**src/rtl/mem_bus_arbiter.sv**
```systemverilog
// mem_bus_arbiter: shares one single-port synchronous-read memory between an
// instruction-fetch port (read-only) and a load/store port, and decodes one
// memory-mapped LED register on the load/store port.
// Each transaction takes IDLE -> ACCESS -> RESP. The ack is registered on the
// RESP edge, so it is visible in the cycle that follows RESP.
// Optional macro ARB_ROUND_ROBIN_EN: alternate the grant on simultaneous
// requests. When it is undefined, the data port always wins ties.
module mem_bus_arbiter #(
    parameter int                    ADDR_WIDTH = 32,
    parameter int                    MEM_AW     = 10,
    parameter logic [ADDR_WIDTH-1:0] LED_ADDR   = ADDR_WIDTH'(32'h0000_1000)
) (
    input  logic                  clk,
    input  logic                  rst,
    // instruction-fetch port
    input  logic                  i_req,
    input  logic [ADDR_WIDTH-1:0] i_addr,
    output logic                  i_ack,
    output logic [31:0]           i_rdata,
    // load/store port
    input  logic                  d_req,
    input  logic                  d_we,
    input  logic [ADDR_WIDTH-1:0] d_addr,
    input  logic [31:0]           d_wdata,
    input  logic [3:0]            d_wstrb,
    output logic                  d_ack,
    output logic [31:0]           d_rdata,
    // shared memory port
    output logic                  mem_en,
    output logic                  mem_we,
    output logic [MEM_AW-1:0]     mem_addr,
    output logic [31:0]           mem_wdata,
    output logic [3:0]            mem_wstrb,
    input  logic [31:0]           mem_rdata,
    // LED register
    output logic [7:0]            leds
);

    typedef enum logic [1:0] {
        S_IDLE   = 2'd0,
        S_ACCESS = 2'd1,
        S_RESP   = 2'd2
    } state_t;

    state_t              r_state;
    state_t              w_next_state;

    // Captured transaction; r_grant_d = 1 means the load/store port owns it.
    logic                r_grant_d;
    logic [MEM_AW-1:0]   r_addr;
    logic                r_we;
    logic [31:0]         r_wdata;
    logic [3:0]          r_wstrb;
    logic                r_led_hit;

    logic                r_i_ack;
    logic                r_d_ack;
    logic [31:0]         r_i_rdata;
    logic [31:0]         r_d_rdata;
    logic [7:0]          r_leds;

    logic                w_any_req;
    logic                w_pick_d;
    logic                w_mem_en;
    logic                w_mem_we;
    logic [3:0]          w_mem_wstrb;

    // Low byte-offset bits and bits above the memory range are don't-care
    // on the fetch path.
    logic                w_unused;
    assign w_unused = ^i_addr;

    assign w_any_req = i_req | d_req;

`ifdef ARB_ROUND_ROBIN_EN
    // Port that won the most recent arbitration; reset value favours I next.
    logic r_last_d;

    // On a tie, grant the port that did not win last time.
    always_comb begin
        w_pick_d = d_req;
        if (i_req && d_req)
            w_pick_d = ~r_last_d;
    end

    // Remember the winner at every IDLE -> ACCESS transition.
    always_ff @(posedge clk or posedge rst) begin
        if (rst)
            r_last_d <= 1'b1;
        else if (r_state == S_IDLE && w_any_req)
            r_last_d <= w_pick_d;
    end
`else
    // Fixed priority: data port wins every tie.
    always_comb begin
        w_pick_d = d_req;
    end
`endif

    // State register.
    always_ff @(posedge clk or posedge rst) begin
        if (rst)
            r_state <= S_IDLE;
        else
            r_state <= w_next_state;
    end

    // Next-state logic and memory-port strobes for the ACCESS cycle.
    always_comb begin
        w_next_state = r_state;
        w_mem_en     = 1'b0;
        w_mem_we     = 1'b0;
        w_mem_wstrb  = 4'b0000;
        case (r_state)
            S_IDLE: begin
                if (w_any_req)
                    w_next_state = S_ACCESS;
            end
            S_ACCESS: begin
                w_mem_en     = ~r_led_hit;
                w_mem_we     = r_we & ~r_led_hit;
                w_mem_wstrb  = (r_we & ~r_led_hit) ? r_wstrb : 4'b0000;
                w_next_state = S_RESP;
            end
            S_RESP: begin
                w_next_state = S_IDLE;
            end
            default: begin
                w_next_state = S_IDLE;
            end
        endcase
    end

    // Capture the winner and its request fields on the IDLE edge.
    always_ff @(posedge clk or posedge rst) begin
        if (rst) begin
            r_grant_d <= 1'b1;
            r_addr    <= '0;
            r_we      <= 1'b0;
            r_wdata   <= '0;
            r_wstrb   <= 4'b0000;
            r_led_hit <= 1'b0;
        end else if (r_state == S_IDLE && w_any_req) begin
            r_grant_d <= w_pick_d;
            r_addr    <= w_pick_d ? d_addr[MEM_AW+1:2] : i_addr[MEM_AW+1:2];
            r_we      <= w_pick_d & d_we;
            r_wdata   <= d_wdata;
            r_wstrb   <= w_pick_d ? d_wstrb : 4'b0000;
            r_led_hit <= w_pick_d && (d_addr == LED_ADDR);
        end
    end

    // LED register write lands on the ACCESS edge; only byte lane 0 matters.
    always_ff @(posedge clk or posedge rst) begin
        if (rst)
            r_leds <= 8'h00;
        else if (r_state == S_ACCESS && r_led_hit && r_we && r_wstrb[0])
            r_leds <= r_wdata[7:0];
    end

    // Register the one-cycle ack and the read data on the RESP edge.
    always_ff @(posedge clk or posedge rst) begin
        if (rst) begin
            r_i_ack   <= 1'b0;
            r_d_ack   <= 1'b0;
            r_i_rdata <= '0;
            r_d_rdata <= '0;
        end else begin
            r_i_ack <= (r_state == S_RESP) & ~r_grant_d;
            r_d_ack <= (r_state == S_RESP) &  r_grant_d;
            if (r_state == S_RESP) begin
                if (r_grant_d)
                    r_d_rdata <= r_led_hit ? {24'h000000, r_leds} : mem_rdata;
                else
                    r_i_rdata <= mem_rdata;
            end
        end
    end

    assign mem_en    = w_mem_en;
    assign mem_we    = w_mem_we;
    assign mem_wstrb = w_mem_wstrb;
    assign mem_addr  = r_addr;
    assign mem_wdata = r_wdata;

    assign i_ack     = r_i_ack;
    assign d_ack     = r_d_ack;
    assign i_rdata   = r_i_rdata;
    assign d_rdata   = r_d_rdata;
    assign leds      = r_leds;

endmodule

```
**config.mk**
```make
export PLATFORM = sky130hd
export DESIGN_NAME = mem_bus_arbiter
export DESIGN_NICKNAME = d
export VERILOG_FILES = /design/src/rtl/mem_bus_arbiter.sv
export SDC_FILE = /design/constraint.sdc
export NUM_CORES = 1
export LEC_CHECK = 0
export BUFFER_PORTS_ARGS = -buffer_cell sky130_fd_sc_hd__buf_2
export CAP_MARGIN = 25
export CORE_MARGIN = 5
export CORE_UTILIZATION = 43
export DETAILED_ROUTE_END_ITERATION = 7
export PLACE_DENSITY = 0.88
export SKIP_LAST_GASP = 1
export SLEW_MARGIN = 20
export SYNTH_ARGS = -nofsm -noshare
export SYNTH_HDL_FRONTEND = slang
export SYNTH_SLANG_ARGS = --single-unit
```
**constraint.sdc**
```tcl
create_clock -name clk -period 8.7 [get_ports clk]
set_clock_uncertainty 0.15 [all_clocks]
set_input_delay 1.74 -clock clk [delete_from_list [all_inputs] [get_ports clk]]
set_output_delay 1.74 -clock clk [all_outputs]
set_load 0.005 [all_outputs]
```
Yosys cells after proc, flatten, opt, wreduce, memory -nomap -nowiden --
Index checks and enable logic that the tools add are counted.
Word-level totals: bits of input ports 137, output and inout port bits 122, register bits after elaboration 125, word-level logic and storage cells 40
Operators by class: equality and inequality tests 4, bitwise operators 7, mux-type cells 9, reductions and logical operators 8
Operators by type and width (number):
- == test 32 x 13 -> 1 bit, second input constant | 1
- two-way mux 32 bit | 1
- two-way mux 4 bit | 3
- two-way mux 10 bit | 1
- logical AND 1 bit | 5
- AND 1 bit | 4
- case mux 2 bit (2 select lines) | 1
- AND reduction 2 bit | 2
- == test 2 x 1 -> 1 bit, second input constant | 1
- == test 2 bit, second input constant | 1
- logical NOT 2 bit | 1
- two-way mux 1 bit | 2
- two-way mux 2 bit | 1
- inequality test 2 bit, second input constant | 1
- inverter 1 bit | 2
- OR 1 bit | 1

Depth between registers and ports, before layout --
Gate-level depths: netlist (run 1).
word-level depth 4, gate-level depth with buffers 6, gate-level depth less buffers 5

Worst setup path before layout (run 1) --
Ideal clock, no wire load.
path kind reg-to-output, from register r_state[0], to output mem_wstrb[0], buffers on the path 0, data arrival time 1.023 ns, setup slack 5.787 ns, cell stages (with the launch flop) 4, required time 6.810 ns, cell sequence dfrtp_1 -> and2b_2 -> and2b_2 -> and3_1
Between the ends: word-level cells in the longest chain between the ends 2
Ends and longest elaborated chain:
- start, declared | RTL line 45 | state_t r_state;
- start signal, assigned | RTL line 105 | r_state <= w_next_state;
- == test 2 x 1 -> 1 bit | RTL line 114 | case (r_state)
- two-way mux 4 bit | RTL line 114
- end, declared | RTL line 33 | output logic [3:0] mem_wstrb,
Every way passes these cells.

Worst setup path after layout (run 1) --
Same ends and word-level chain as after synthesis.

==> results of run 1 <==
## stage by stage
stage               power, mW  std cells  hold slack [ps]
finish                   2.45        838              322
global route             2.63        838              345
CTS                      2.48        837              324
detailed placement       1.81        806              311
global placement         1.77        806              304
floorplan                1.42        447              314
## power by group through the flow
stage | Sequential, mW | Combinational [mW] | Clock, mW
2_1_floorplan | 1.02 | 0.400 | 0
3_3_place_gp | 0.995 | 0.771 | 0
3_5_place_dp | 1.01 | 0.805 | 0
4_1_cts | 1.00 | 0.804 | 0.669
5_1_grt | 1.04 | 0.892 | 0.700
6_report | 1.00 | 0.794 | 0.654
## layer usage
layer,vias up,wire [microns],track usage [%],part of all wire [%]
li1,1962,-,-,-
met1,1928,5360,23.1,42
met2,175,6140,29.5,48
met3,14,1210,6.54,9.4
met4,0,176,6.67,1.4
met5,-,0,0,0
## cells in the final DEF, fill, tap and decap left out, types with 2 or more instances in the layout
cell and instances:
sky130_fd_sc_hd__buf_2 236, sky130_fd_sc_hd__nand2_1 139, sky130_fd_sc_hd__dfrtp_1 124, sky130_fd_sc_hd__o21ai_0 43
sky130_fd_sc_hd__mux2_2 39, sky130_fd_sc_hd__nand2b_1 24, sky130_fd_sc_hd__mux2i_1 18, sky130_fd_sc_hd__clkbuf_16 17
sky130_fd_sc_hd__nor4_1 7, sky130_fd_sc_hd__a22o_1 5, sky130_fd_sc_hd__buf_4 5, sky130_fd_sc_hd__and3_1 4
sky130_fd_sc_hd__clkbuf_8 4, sky130_fd_sc_hd__clkbuf_1 4, sky130_fd_sc_hd__clkinv_2 3, sky130_fd_sc_hd__inv_1 2
sky130_fd_sc_hd__and2b_2 2, sky130_fd_sc_hd__and2_1 2, sky130_fd_sc_hd__nand3_1 2, sky130_fd_sc_hd__clkinvlp_4 2
## layout make-up
class / count / area, sq um / area share (%)
inverter: 3 / 13.8 / 0.200
tap: 143 / 179 / 2.61
multi-input combinational: 294 / 1750 / 25.6
clock buffer: 25 / 495 / 7.22
clock inverter: 6 / 60.1 / 0.875
timing repair buffer: 242 / 1230 / 18.0
sequential: 125 / 3130 / 45.6
## cell families (layout without fill, tap and decap cells)
group	count (synthesis)	in the layout	synth area share, %
and+or+nand+nor	186	186	16.7
DFF	125	125	62.2
muxes	58	58	12.5
AOI/OAI and AO/OA	50	50	5.47
buffers and inverters	28	276	3.04
## final timing paths
| kind | startpoint | end | cells past startpoint |
|---|---|---|---|
| setup reg to reg | r_state[0] | i_rdata[25] | 3 |
| min in group asynchronous | rst | mem_wdata[19] | 2 |
| hold / removal | d_rdata[23] | d_rdata[23] | 2 |
| hold reg to reg | d_rdata[23] | d_rdata[23] | 2 |
| setup / recovery | r_state[0] | mem_wstrb[0] | 4 |
| max in group asynchronous | rst | i_rdata[10] | 3 |
## worst min-delay path, cell delays in order (launching register included)
cell and delay [ps]:
sky130_fd_sc_hd__dfrtp_1 340, sky130_fd_sc_hd__nand2_1 40, sky130_fd_sc_hd__o21ai_0 60
## sequential cells by signal, indices dropped and copies added (netlist names), 2 cells and up
| name | count |
|---|---|
| d_rdata | 32 |
| i_rdata | 32 |
| mem_wdata | 32 |
| mem_addr | 10 |
| leds | 8 |
| r_wstrb | 4 |
| r_state | 2 |
==> qor.tcl, run 1 <==
set qor(final_net_count) 820
set qor(max_clock_freq_mhz) 287
set qor(worst-slew-pin-transition_ps) 898
set qor(yosys_warnings) 0
set qor(die_width_microns) 118
set qor(synth_top_area_share_pct) 61.7
set qor(post-synth-top-count-cell) {sky130_fd_sc_hd__nand2_1}
set qor(finalCritPeriodShare_pct) 40.1
set qor(slowest_delay_ps) 410
set qor(grt_util_all_layers_pct) 18.4
set qor(num_rows) 39
set qor(drive_above_1_share_pct) 45.3
set qor(timing.critical_path.mode_cell) {sky130_fd_sc_hd__and2b_2}
set qor(post_detail_place_hpwl_microns) 9310
set qor(clock_tree_from_tritoncts) {built}
set qor(antenna_cells_inserted) 0
set qor(die_span_y_microns) 118
set qor(worst_skew_pair.late_latency_ps) 400
set qor(layout_setup_ws_ps) 5210
set qor(synth_top_cells_by_count) {139 x sky130_fd_sc_hd__nand2_1, 124 x sky130_fd_sc_hd__dfrtp_1, 43 x sky130_fd_sc_hd__o21ai_0}
set qor(synth_edf_count) 0
set qor(critical_path.slowest_cell) {sky130_fd_sc_hd__dfrtp_1}
set qor(drt_drc) 0
set qor(power.share.switching_pct) 32.4
set qor(final_wtd_congestion) 0.841
set qor(synth_seq_area_share_pct) 62.2
set qor(static-leakage-power_nw) 3.72
set qor(grt_setup_unrepaired) {no}
set qor(run_status) {finished clean}
set qor(cts.clk_slew.worst_paths_ps) 50
set qor(synth_seq_cells) 125
set qor(cts-buffers-inserted) 17
set qor(synthesis.area_sq_mm) 0.00503
set qor(initial_utilization_pct) 44.0
set qor(yosys_most_used_dff) {sky130_fd_sc_hd__dfrtp_1}
set qor(comb_power_share_pct) 32.4
set qor(globalRoute.totalOverflow) 0
set qor(detailroute.via_count) 4079
set qor(min-delay-path-class) {register to register}
set qor(drt_first_pass_iters) 7
set qor(max_slew_margin_pct) 40.1
set qor(dp_slack_ps) 5260
set qor(worst_path_dominant_cell_family) {simple AND/OR/NAND/NOR gates}
set qor(max_cap_viol_count) 0
set qor(vias_per_cell) 4.87
set qor(ctsLongestPathBuffers) 2
set qor(intPower_mw) 1.66
set qor(finish.utilization_pct) 60.1
set qor(drt.antenna.violating_nets) 0
set qor(tns_ps) 0
set qor(worst-path-buf-inv) 1
set qor(timing.final.setup_violations) 0
set qor(grt_first_pass_wirelength_microns) 20700
set qor(routedWlPerCell_microns) 15.4
set qor(cp_cell_sequence) {and2b_2 -> and2b_2 -> and3_1 -> buf_2}
set qor(worst_ir_drop_vdd_v) 0.000203
set qor(post_synthesis_cell_type_with_the_largest_combined_area) {sky130_fd_sc_hd__dfrtp_1}
set qor(end_kind) {output pin}
set qor(placed_cell_area_sq_mm) 0.00629
set qor(pin_count_of_the_biggest_net_entering_global_routing) 73
set qor(finalMaxSlewViolations) 0
set qor(first_global_vias) 4141
set qor(placement.io_buffers) 236
set qor(layout.cell_area.non_filler_sq_mm) 0.00687
set qor(worst-path-max-fanout) 6
set qor(clockPowerShare_pct) 26.7
set qor(die-area_sq_mm) 0.0140
set qor(grt_antenna_before_repair) 0
set qor(ys_async_sr_fraction_pct) 100
set qor(h_tree_depth_reported_by_cts) 4
set qor(placeableCoreArea_sq_mm) 0.0114
set qor(avgSynthCellArea_sq_um) 11.2
set qor(pwr_dens_mw_per_mm2) 357
set qor(period_needed_ps) 3490
set qor(route.final.wire_length_microns) 12900
set qor(fillers) 959
set qor(synth.net_count) 584
set qor(power_switching_uw) 794
set qor(cts_hold_buf) 0
set qor(cp.arrival_ps) 1600
set qor(syn2layout_area_growth_pct) 36.5
set qor(report.final.hold_viol_count) 0
set qor(cts_num_sinks) 125
set qor(post_cts.resized_instances) 0
set qor(synth_top_cells_by_area) {sky130_fd_sc_hd__dfrtp_1 62%, sky130_fd_sc_hd__nand2_1 10%, sky130_fd_sc_hd__mux2_2 8.7%}
set qor(yosys.cell_types.count) 27
set qor(timing.critical_path.required_ps) 6810
set qor(seqPwrFrac_pct) 40.9
set qor(critPathLaunchType) {register}
set qor(synth_cells) 447
set qor(post-cts-setup-buffer-count) 0
set qor(critical_path_class) {register to output pin}
set qor(rrSetupSlack_ps) 6980
set qor(ios) 259
set qor(drt_iter0_markers) 386
set qor(ctsRootBufferMaster) {sky130_fd_sc_hd__clkbuf_16}
Power figures use the tool's default switching activity.
==> run 2, diff against run 1 <==
==> constraint.sdc (replaced) <==
create_clock -name clk -period 3.5 [get_ports clk]
set_clock_uncertainty 0.15 [all_clocks]
set_input_delay 0.7 -clock clk [delete_from_list [all_inputs] [get_ports clk]]
set_output_delay 0.7 -clock clk [all_outputs]
set_load 0.005 [all_outputs]
==> run 2 against run 1 <==
  * Core utilization up 0.28 points
  * Sequential cell count unchanged
  * Sequential power up 150%
  * Die area unchanged
  * Critical path type unchanged
  * Largest power group unchanged
  * Highest routed layer is now met5
==> qor.tcl, run 2 (synthesized netlist as in run 1, its figures left out) <==
set qor(grt_setup_unrepaired) {no}
set qor(layout_setup_ws_ps) 1070 ;# -4150 ps
set qor(die_width_microns) 118 ;# unchanged
set qor(slowest_delay_ps) 420 ;# about the same
set qor(max_clock_freq_mhz) 411
set qor(critPathLaunchType) {register}
set qor(max_cap_viol_count) 0 ;# unchanged
set qor(post-cts-setup-buffer-count) 0 ;# unchanged
set qor(grt_util_all_layers_pct) 18.6 ;# +0.18 points
set qor(ctsRootBufferMaster) {sky130_fd_sc_hd__clkbuf_16}
set qor(syn2layout_area_growth_pct) 37.2
set qor(cp_cell_sequence) {and2b_2 -> and2b_2 -> and3_1 -> buf_2}
set qor(drt_iter0_markers) 202 ;# -48%
set qor(static-leakage-power_nw) 3.73 ;# about the same
set qor(tns_ps) 0 ;# unchanged
set qor(fillers) 958 ;# -0.10%
set qor(placed_cell_area_sq_mm) 0.00631 ;# +0.26%
set qor(dp_slack_ps) 1170 ;# -4090 ps
set qor(critical_path_class) {register to output pin}
set qor(route.final.wire_length_microns) 13000 ;# +0.57%
set qor(cts-buffers-inserted) 17 ;# unchanged
set qor(timing.critical_path.required_ps) 2650 ;# -4160 ps
set qor(cts_hold_buf) 0 ;# unchanged
set qor(cts_num_sinks) 125 ;# unchanged
set qor(first_global_vias) 4364 ;# +5.4%
set qor(min-delay-path-class) {input port to asynchronous set/reset pin}
set qor(worstRegToRegCells) 6 ;# +3
set qor(die-area_sq_mm) 0.0140 ;# unchanged
set qor(power.share.switching_pct) 33.6 ;# +1.2 points
set qor(rrSetupSlack_ps) 1620 ;# -5360 ps
set qor(comb_power_share_pct) 32.3 ;# about the same
set qor(grt_antenna_before_repair) 1 ;# +1
set qor(drt_first_pass_iters) 4 ;# -3
set qor(period_needed_ps) 2430
set qor(worst_ir_drop_vdd_v) 0.000491 ;# +140%
set qor(grt_first_pass_wirelength_microns) 21200 ;# +2.4%
set qor(final_net_count) 822 ;# +0.24%
set qor(post_cts.resized_instances) 0 ;# unchanged
set qor(run_status) {finished clean}
set qor(h_tree_depth_reported_by_cts) 4 ;# unchanged
set qor(worst-slew-pin-transition_ps) 645 ;# -253 ps
set qor(cts.clk_slew.worst_paths_ps) 60 ;# about the same
set qor(max_slew_margin_pct) 57.0 ;# +17 points
set qor(initial_utilization_pct) 44.0 ;# unchanged
set qor(routedWlPerCell_microns) 15.4 ;# +0.22%
set qor(layout.cells.most_common) {sky130_fd_sc_hd__buf_2}
set qor(finalMaxSlewViolations) 0 ;# unchanged
set qor(antenna_cells_inserted) 0 ;# unchanged
set qor(placeableCoreArea_sq_mm) 0.0114 ;# unchanged
set qor(place.detailed.instances) 808 ;# +0.25%
set qor(hold-worst-slack_ps) 177 ;# -145 ps
set qor(globalRoute.totalOverflow) 0 ;# unchanged
set qor(report.final.hold_viol_count) 0 ;# unchanged
set qor(pin_count_of_the_biggest_net_entering_global_routing) 73 ;# unchanged
set qor(critical_path.slowest_cell) {sky130_fd_sc_hd__dfrtp_1}
set qor(stdcell_count) 841 ;# +0.36%
set qor(final_wtd_congestion) 0.809 ;# -3.9%
set qor(layout.cell_area.non_filler_sq_mm) 0.00690 ;# +0.47%
set qor(die_span_y_microns) 118 ;# unchanged
set qor(drive_above_1_share_pct) 46.1 ;# +0.81 points
set qor(clockPowerShare_pct) 26.7 ;# about the same
set qor(seqPwrFrac_pct) 41.0 ;# about the same
set qor(register_area_sq_mm) 0.00313 ;# unchanged
set qor(drt_drc) 0 ;# unchanged
set qor(power_switching_mw) 2.04 ;# +160%
set qor(timing.final.setup_violations) 0 ;# unchanged
set qor(drt.antenna.violating_nets) 0 ;# unchanged
set qor(timing.critical_path.mode_cell) {sky130_fd_sc_hd__and2b_2}
set qor(post_detail_place_hpwl_microns) 9550 ;# +2.5%
set qor(multiInputGateArea_sq_mm) 0.00175 ;# unchanged
set qor(num_rows) 39 ;# unchanged
set qor(rr_startpoint) {r_state[0]}
set qor(worst_skew_pair.late_latency_ps) 400 ;# about the same
set qor(intPower_mw) 4.03 ;# +140%
set qor(cp.arrival_ps) 1580 ;# -20 ps
set qor(clock_tree_from_tritoncts) {built}
set qor(ctsLongestPathBuffers) 2 ;# unchanged
set qor(worst-path-max-fanout) 6 ;# unchanged
set qor(finalCritPeriodShare_pct) 69.5
set qor(end_kind) {output pin}
set qor(ios) 259 ;# unchanged
set qor(worst_r2r_endpoint) {mem_wdata[13]}
set qor(placement.io_buffers) 236 ;# unchanged
set qor(pwr_dens_mw_per_mm2) 879 ;# +150%
set qor(detailroute.via_count) 4092 ;# +0.32%
set qor(layout.cells.most_common_list) {236 x sky130_fd_sc_hd__buf_2, 139 x sky130_fd_sc_hd__nand2_1, 124 x sky130_fd_sc_hd__dfrtp_1, 43 x sky130_fd_sc_hd__o21ai_0, 39 x sky130_fd_sc_hd__mux2_2}
set qor(vias_per_cell) 4.87 ;# about the same
==> run 2: changes by cell type in the layout (fill, tap and decap cells not counted), sizes merged <==
cell and delta:
inv +5, clkinv -1, buf +2, bufinv -1, clkbuf -6, clkinvlp +4
==> run 2: worst max-delay path: cells and delay by family (launching register included) <==
| kind | cells | cell delay, ps |
|---|---|---|
| simple gates | 3 | 640 |
| flops | 1 | 420 |
| buf+inv | 1 | 120 |
==> run 2: through the flow <==
step	power, mW	util (%)
2_1_floorplan	3.53	-
5_1_grt	6.52	60.4
4_1_cts	6.15	60.2
3_3_place_gp	4.41	55.3
3_5_place_dp	4.51	55.3
6_report	6.06	60.4
==> run 2: cell type report <==
cell class              count  area share [%]
repair buffers            244            18.3
multi-input cells         294            25.4
inverters                   3           0.218
clock buffers              19            6.57
well taps                 143            2.59
flip-flops and latches    125            45.4
clock inverters            13            1.54
==> run 2: layer usage <==
layer | wire length [microns] | global-route usage [%]
met2 | 6340 | 31.2
met5 | 18 | 0
met4 | 146 | 5.52
met3 | 1130 | 6.59
met1 | 5340 | 22.7
==> run 2: worst max path at each step <==
stage	from	endpoint	slack, ps	cells past startpoint
floorplan	rst	d_ack	1110	1
global placement	d_req	mem_wdata[29]	1180	6
detailed placement	d_req	mem_wdata[29]	1170	6
CTS	r_state[0]	mem_wstrb[3]	1040	4
global route	r_state[0]	mem_wstrb[2]	1010	4
finish	r_state[0]	mem_wstrb[3]	1070	4
==> run 2: power groups by stage <==
stage | sequential, mW | combinational, mW | clock (mW)
finish | 2.49 | 1.96 | 1.62
global route | 2.58 | 2.22 | 1.72
CTS | 2.49 | 2.00 | 1.65
detailed placement | 2.50 | 2.01 | 0
global placement | 2.48 | 1.93 | 0
floorplan | 2.53 | 0.995 | 0
